--- src/rtl/home_inventory_wb_master.sv ---
// -----------------------------------------------------------------------------
// home_inventory_wb_master
//
// Single-outstanding Wishbone classic initiator. A command taken from the
// valid/ready command stream becomes exactly one Wishbone cycle. The block then
// waits for acknowledge, giving up after TIMEOUT strobe cycles. The outcome is
// returned on a valid/ready response stream. Saturating counters record
// completed and abandoned transactions for bring-up and debug.
//
// Parameters
//   TIMEOUT  strobe-high cycles without ack before the cycle is abandoned (1..255)
//   CNT_W    width of the transaction / timeout counters
//
// Ports
//   wb_clk_i, wb_rst_n_i         clock (rising edge), async active-low reset
//   cmd_valid_i / cmd_ready_o    command handshake
//   cmd_we_i, cmd_adr_i,
//   cmd_dat_i, cmd_sel_i         command payload (write flag, byte address,
//                                write data, byte strobes)
//   rsp_valid_o / rsp_ready_i    response handshake
//   rsp_dat_o, rsp_timeout_o     read data (0 for writes/timeouts), timeout flag
//   wbm_cyc_o .. wbm_sel_o       Wishbone initiator outputs, all registered
//   wbm_ack_i, wbm_dat_i         Wishbone acknowledge and read data
//   busy_o                       engine is not idle
//   txn_count_o                  acked transactions, saturating
//   timeout_count_o              abandoned transactions, saturating
// -----------------------------------------------------------------------------
module home_inventory_wb_master #(
  parameter int TIMEOUT = 16,
  parameter int CNT_W   = 16
) (
  input  logic             wb_clk_i,
  input  logic             wb_rst_n_i,
  input  logic             cmd_valid_i,
  output logic             cmd_ready_o,
  input  logic             cmd_we_i,
  input  logic [31:0]      cmd_adr_i,
  input  logic [31:0]      cmd_dat_i,
  input  logic [3:0]       cmd_sel_i,
  output logic             rsp_valid_o,
  input  logic             rsp_ready_i,
  output logic [31:0]      rsp_dat_o,
  output logic             rsp_timeout_o,
  output logic             wbm_cyc_o,
  output logic             wbm_stb_o,
  output logic             wbm_we_o,
  output logic [31:0]      wbm_adr_o,
  output logic [31:0]      wbm_dat_o,
  output logic [3:0]       wbm_sel_o,
  input  logic             wbm_ack_i,
  input  logic [31:0]      wbm_dat_i,
  output logic             busy_o,
  output logic [CNT_W-1:0] txn_count_o,
  output logic [CNT_W-1:0] timeout_count_o
);

  typedef enum logic [1:0] {
    ST_IDLE = 2'd0,
    ST_BUS  = 2'd1,
    ST_RESP = 2'd2
  } state_t;

  // The strobe counter holds the number of completed no-ack cycles. The cycle
  // in which it equals TIMEOUT-1 is the TIMEOUT-th strobe cycle, so the
  // abandon happens at the end of that cycle.
  localparam logic [7:0] TMO_LAST = 8'(TIMEOUT - 1);

  // Saturating increment: counters stick at all-ones instead of wrapping.
  function automatic logic [CNT_W-1:0] sat_inc(input logic [CNT_W-1:0] v);
    logic [CNT_W-1:0] r;
    if (v == {CNT_W{1'b1}}) begin
      r = v;
    end else begin
      r = v + CNT_W'(1);
    end
    return r;
  endfunction

  state_t           state_r, state_s;
  logic             cmd_ready_r, cmd_ready_s;
  logic             busy_r, busy_s;
  logic             cyc_r, cyc_s;
  logic             stb_r, stb_s;
  logic             we_r, we_s;
  logic [31:0]      adr_r, adr_s;
  logic [31:0]      dat_r, dat_s;
  logic [3:0]       sel_r, sel_s;
  logic             rsp_valid_r, rsp_valid_s;
  logic [31:0]      rsp_dat_r, rsp_dat_s;
  logic             rsp_tmo_r, rsp_tmo_s;
  logic [7:0]       tmo_cnt_r, tmo_cnt_s;
  logic [CNT_W-1:0] txn_cnt_r, txn_cnt_s;
  logic [CNT_W-1:0] to_cnt_r, to_cnt_s;
  logic             ack_seen_s;

  // An ack only counts while our strobe is up; late acks are ignored.
  assign ack_seen_s = wbm_ack_i & stb_r;

  // Next-state and next-output computation for the whole engine.
  always_comb begin
    state_s     = state_r;
    cyc_s       = cyc_r;
    stb_s       = stb_r;
    we_s        = we_r;
    adr_s       = adr_r;
    dat_s       = dat_r;
    sel_s       = sel_r;
    rsp_valid_s = rsp_valid_r;
    rsp_dat_s   = rsp_dat_r;
    rsp_tmo_s   = rsp_tmo_r;
    tmo_cnt_s   = tmo_cnt_r;
    txn_cnt_s   = txn_cnt_r;
    to_cnt_s    = to_cnt_r;

    case (state_r)
      ST_IDLE: begin
        if (cmd_valid_i) begin
          we_s      = cmd_we_i;
          adr_s     = cmd_adr_i;
          dat_s     = cmd_dat_i;
          sel_s     = cmd_sel_i;
          cyc_s     = 1'b1;
          stb_s     = 1'b1;
          tmo_cnt_s = 8'd0;
          state_s   = ST_BUS;
        end else begin
          state_s   = ST_IDLE;
        end
      end

      ST_BUS: begin
        // Ack is checked first so it wins over a coincident timeout.
        if (ack_seen_s) begin
          cyc_s       = 1'b0;
          stb_s       = 1'b0;
          we_s        = 1'b0;
          rsp_dat_s   = we_r ? 32'h0000_0000 : wbm_dat_i;
          rsp_tmo_s   = 1'b0;
          rsp_valid_s = 1'b1;
          txn_cnt_s   = sat_inc(txn_cnt_r);
          state_s     = ST_RESP;
        end else if (tmo_cnt_r == TMO_LAST) begin
          cyc_s       = 1'b0;
          stb_s       = 1'b0;
          we_s        = 1'b0;
          rsp_dat_s   = 32'h0000_0000;
          rsp_tmo_s   = 1'b1;
          rsp_valid_s = 1'b1;
          to_cnt_s    = sat_inc(to_cnt_r);
          state_s     = ST_RESP;
        end else begin
          tmo_cnt_s   = tmo_cnt_r + 8'd1;
          state_s     = ST_BUS;
        end
      end

      ST_RESP: begin
        // Response is held unchanged until the consumer takes it.
        if (rsp_ready_i) begin
          rsp_valid_s = 1'b0;
          state_s     = ST_IDLE;
        end else begin
          state_s     = ST_RESP;
        end
      end

      default: begin
        cyc_s       = 1'b0;
        stb_s       = 1'b0;
        we_s        = 1'b0;
        rsp_valid_s = 1'b0;
        state_s     = ST_IDLE;
      end
    endcase

    // Handshake/status flags are registered copies of the next state.
    cmd_ready_s = (state_s == ST_IDLE);
    busy_s      = (state_s != ST_IDLE);
  end

  // State register.
  always_ff @(posedge wb_clk_i or negedge wb_rst_n_i) begin
    if (!wb_rst_n_i) begin
      state_r <= ST_IDLE;
    end else begin
      state_r <= state_s;
    end
  end

  // Output and counter registers; reset drops cyc/stb asynchronously.
  always_ff @(posedge wb_clk_i or negedge wb_rst_n_i) begin
    if (!wb_rst_n_i) begin
      cmd_ready_r <= 1'b1;
      busy_r      <= 1'b0;
      cyc_r       <= 1'b0;
      stb_r       <= 1'b0;
      we_r        <= 1'b0;
      adr_r       <= 32'h0000_0000;
      dat_r       <= 32'h0000_0000;
      sel_r       <= 4'h0;
      rsp_valid_r <= 1'b0;
      rsp_dat_r   <= 32'h0000_0000;
      rsp_tmo_r   <= 1'b0;
      tmo_cnt_r   <= 8'd0;
      txn_cnt_r   <= {CNT_W{1'b0}};
      to_cnt_r    <= {CNT_W{1'b0}};
    end else begin
      cmd_ready_r <= cmd_ready_s;
      busy_r      <= busy_s;
      cyc_r       <= cyc_s;
      stb_r       <= stb_s;
      we_r        <= we_s;
      adr_r       <= adr_s;
      dat_r       <= dat_s;
      sel_r       <= sel_s;
      rsp_valid_r <= rsp_valid_s;
      rsp_dat_r   <= rsp_dat_s;
      rsp_tmo_r   <= rsp_tmo_s;
      tmo_cnt_r   <= tmo_cnt_s;
      txn_cnt_r   <= txn_cnt_s;
      to_cnt_r    <= to_cnt_s;
    end
  end

  assign cmd_ready_o     = cmd_ready_r;
  assign busy_o          = busy_r;
  assign wbm_cyc_o       = cyc_r;
  assign wbm_stb_o       = stb_r;
  assign wbm_we_o        = we_r;
  assign wbm_adr_o       = adr_r;
  assign wbm_dat_o       = dat_r;
  assign wbm_sel_o       = sel_r;
  assign rsp_valid_o     = rsp_valid_r;
  assign rsp_dat_o       = rsp_dat_r;
  assign rsp_timeout_o   = rsp_tmo_r;
  assign txn_count_o     = txn_cnt_r;
  assign timeout_count_o = to_cnt_r;

endmodule

--- config.mk ---
export PLATFORM = sky130hd
export DESIGN_NAME = home_inventory_wb_master
export DESIGN_NICKNAME = d
export VERILOG_FILES = /design/src/rtl/home_inventory_wb_master.sv
export SDC_FILE = /design/constraint.sdc
export NUM_CORES = 1
export LEC_CHECK = 0
export ABC_AREA = 1
export CORE_MARGIN = 3
export CORE_UTILIZATION = 40
export DETAILED_ROUTE_END_ITERATION = 10
export PLACE_DENSITY_LB_ADDON = 0.15
export SETUP_SLACK_MARGIN = 0.15
export SYNTH_ARGS = -nofsm -noshare
export SYNTH_HDL_FRONTEND = slang
export SYNTH_SLANG_ARGS = --single-unit
--- constraint.sdc ---
create_clock -name wb_clk_i -period 1.6 [get_ports wb_clk_i]
set_clock_uncertainty 0.1 [all_clocks]
set_input_delay 0.32 -clock wb_clk_i [delete_from_list [all_inputs] [get_ports wb_clk_i]]
set_output_delay 0.32 -clock wb_clk_i [all_outputs]
set_load 0.02 [all_outputs]
==> summary.txt <==
Critical path
  – R2R Setup Slk: 0.02 ns
  – Crit end category: register
  – Startpoint Class: register
  – Cells on worst reg2reg path: 8
  – CP Max Fanout: 10
  – Worst EP arrival: 1.79 ns
  – R2r startpoint: timeout_count_o[1]
  – Req. time, crit path: 1.81 ns
  – R2R Path End: timeout_count_o[6]
  – Critical setup path kind: register to register

Layout
  – Share of post-route cells with drive strength above 1: 0.3916
  – Most frequent cells in the layout: nand2_1, dfrtp_1, buf_2
  – Final nets: 1281
  – Final std cells w/o fill: 1401
  – Fillers: 1285
  – Final Util: 0.7004
  – FF+latch area: 3720 um^2
  – Commonest non-fill, non-tap cell in the layout: nand2_1
  – Area of the multi-input gates: 3122 um^2
  – N_diodes: 0
  – Synthesis-to-layout area growth: 70.22%
  – Finished Cell Area: 11210 um^2

CTS
  – Clock-pin slew on the worst setup and hold paths: 0.06 ns
  – Clock latency on the worst-skew pair: 0.42 ns
  – H-tree levels: 4
  – Root Buffer: clkbuf_16
  – CTS Buffer Depth: 2
  – Total CTS buffers: 17
  – CTS sink cnt: 148
  – CTS tree: yes

Logic synthesis
  – Cells after Synth: 807
  – Main area contributors after synthesis: dfrtp_1, nand2_1, inv_1
  – Syn Nets: 916
  – Register area share after synthesis: 0.5627
  – Avg Cell Area, Syn: 8.158 um^2
  – Number of synthesized register bits: 148
  – Netlist cell types: 29
  – Mapped cell area: 6584 um^2
  – Largest area contributor in the synthesized netlist: dfrtp_1
  – Yosys warning count: 0
  – Post-synth top area share: 0.5587

Route
  – Final wirelength: 21.27 mm
  – Initial DRC count: 200
  – Vias per cell: 4.737
  – Antenna-violating nets left: 0
  – Detailed Routing Iterations Pass 1: 5
  – Routed len/inst: 15.18 um
  – Vias: 6637
  – DRC viols: 0

Power and ir drop
  – Total power: 18.40 mW
  – Worst VDD drop: 977.1 uV
  – Leak: 5.795 nW
  – Pwr per Cell Area: 1642 nW/um^2

Worst hold path
  – Hold Path Class: input port to asynchronous set/reset pin

Global route
  – Total Routing Usage GR: 0.2154
  – Largest net degree at the start of global routing: 44
  – Congestion Overflow GR: 0
  – Global-route wire length before repair: 31.14 mm
  – Vias in the first global route: 6201
  – Initial antenna violation count: 0
  – GRT met2 Usage: 0.3645
  – Gr busiest metal: met2
  – Met3 Use GR: 0.07052
  – Met1 usage: 0.2649

Placed design
  – Place WS: -0.2532 ns
  – Post-detail-place hpwl: 12.93 mm
  – Post-DP Area: 9802 um^2
  – Placed cell count: 1309
  – I/O Buffers: 244
  – Placer Congestion: 0.8336

STA
  – Finish-stage setup viols: 0
  – Least-Margin Pin Slew: 0.4614 ns
  – Final Hold Fails: 0
  – Period utilization: 0.9900
  – Slew Limit Fails: 0
  – Fmax: 0.6313 GHz
  – Final Critical Period: 1.584 ns
  – Final setup TNS: 0 ns
  – RSZ-0062 raised after global routing: yes
  – Hold WS: 0.2899 ns
  – Final worst slack: 0.01603 ns
  – Slew HR: 0.6924

Floorplan
  – Row count: 46
  – Core region area: 16000 um^2
  – Die X: 134.3 um
  – Die area: 18040 um^2
  – I/O pins: 245
  – Die height: 134.3 um
  – Initial Util: 0.4115

Outcome
  – Status: finished clean

Job
  – Max-cap violations: 0
[per-layer routing]
metal  routed length, um  share of wire
met1                8696           0.41
met2               10620           0.50
met3                1587          0.075
met4                 363          0.017
met5                   0              0
[area by class of cell]
cell class              count  share of cell area
clock buffers              18             0.03829
clock inverters            14             0.01608
inverters                  65             0.02356
multi-input cells         574              0.2786
flip-flops and latches    148              0.3319
well taps                 216             0.02412
repair buffers            366              0.2875
[logic make-up (layout without fill, tap and decap cells)]
kind of cell               count (synthesis)  count (layout)  share of synthesized area
AOI/OAI and AO/OA                         49              49                    0.04618
buffers and inverters                     90             463                    0.05910
DFF                                      148             148                     0.5627
and+or+nand+nor                          499             504                     0.3024
adders and majority gates                  3               3                   0.005702
xor gates and xnor gates                  18              18                    0.02395
[timing repair]
| item | in CTS | in global routing |
|---|---|---|
| pin swaps | 13 | 43 |
| setup buffers | 24 | 19 |
| gates resized for setup | 672 | 151 |
| setup endpoints to repair | 282 | 170 |
| hold buffers | 1 | 0 |
| gates cloned | 6 | 10 |
| hold endpoints to repair | 34 | 0 |
[registers in the layout (all words and copies together), names as in the netlist]
register         cells
wbm_we_o             1
wbm_adr_o           32
busy_o               1
wbm_sel_o            4
state_r              2
cmd_ready_o          1
rsp_timeout_o        1
wbm_dat_o           32
tmo_cnt_r            8
txn_count_o         16
timeout_count_o     16
wbm_stb_o            1
rsp_valid_o          1
rsp_dat_o           32
[worst max path at each step]
| stage | start | cells after the start | to |
|---|---|---|---|
| after floorplan | timeout_count_o[1] | 10 | timeout_count_o[3] |
| after global placement | cmd_valid_i | 7 | wbm_dat_o[6] |
| after detailed placement | wbm_ack_i | 6 | rsp_dat_o[0] |
| after CTS | txn_count_o[1] | 2 | txn_count_o[1] |
| after global routing | tmo_cnt_r[1] | 9 | rsp_dat_o[25] |
| final | timeout_count_o[1] | 8 | timeout_count_o[6] |
[cells in the mapped netlist]
master / instances
a21oi_1: 2
buf_1: 1
buf_2: 8
buf_4: 3
buf_6: 4
clkbuf_1: 9
dfrtp_1: 147
dfstp_2: 1
ha_1: 3
inv_1: 62
inv_2: 3
nand2_1: 402
nand2_2: 2
nand3_1: 27
nand3b_1: 5
nand4_1: 10
nor2_1: 45
nor2_2: 2
nor2_4: 2
nor3_1: 1
nor3_2: 1
o21ai_0: 16
o21ai_1: 15
o21ai_2: 15
o21bai_1: 1
or2_2: 1
or2_4: 1
xnor2_1: 12
xor2_1: 6
[critical path: stages, from the launching register on]
cell and delay, ns:
dfrtp_2 0.42, ha_4 0.18, inv_4 0.04, nor2_4 0.12
nand2_4 0.09, o21ai_1 0.26, nor2_4 0.12, nand2_1 0.09
nand2_1 0.05
[power breakdown]
part / internal [mW] / switching [mW]
registers: 5.11 / 0.819
clock network: 2.47 / 1.67
logic: 3.49 / 4.84
Power figures use the tool's default switching activity.
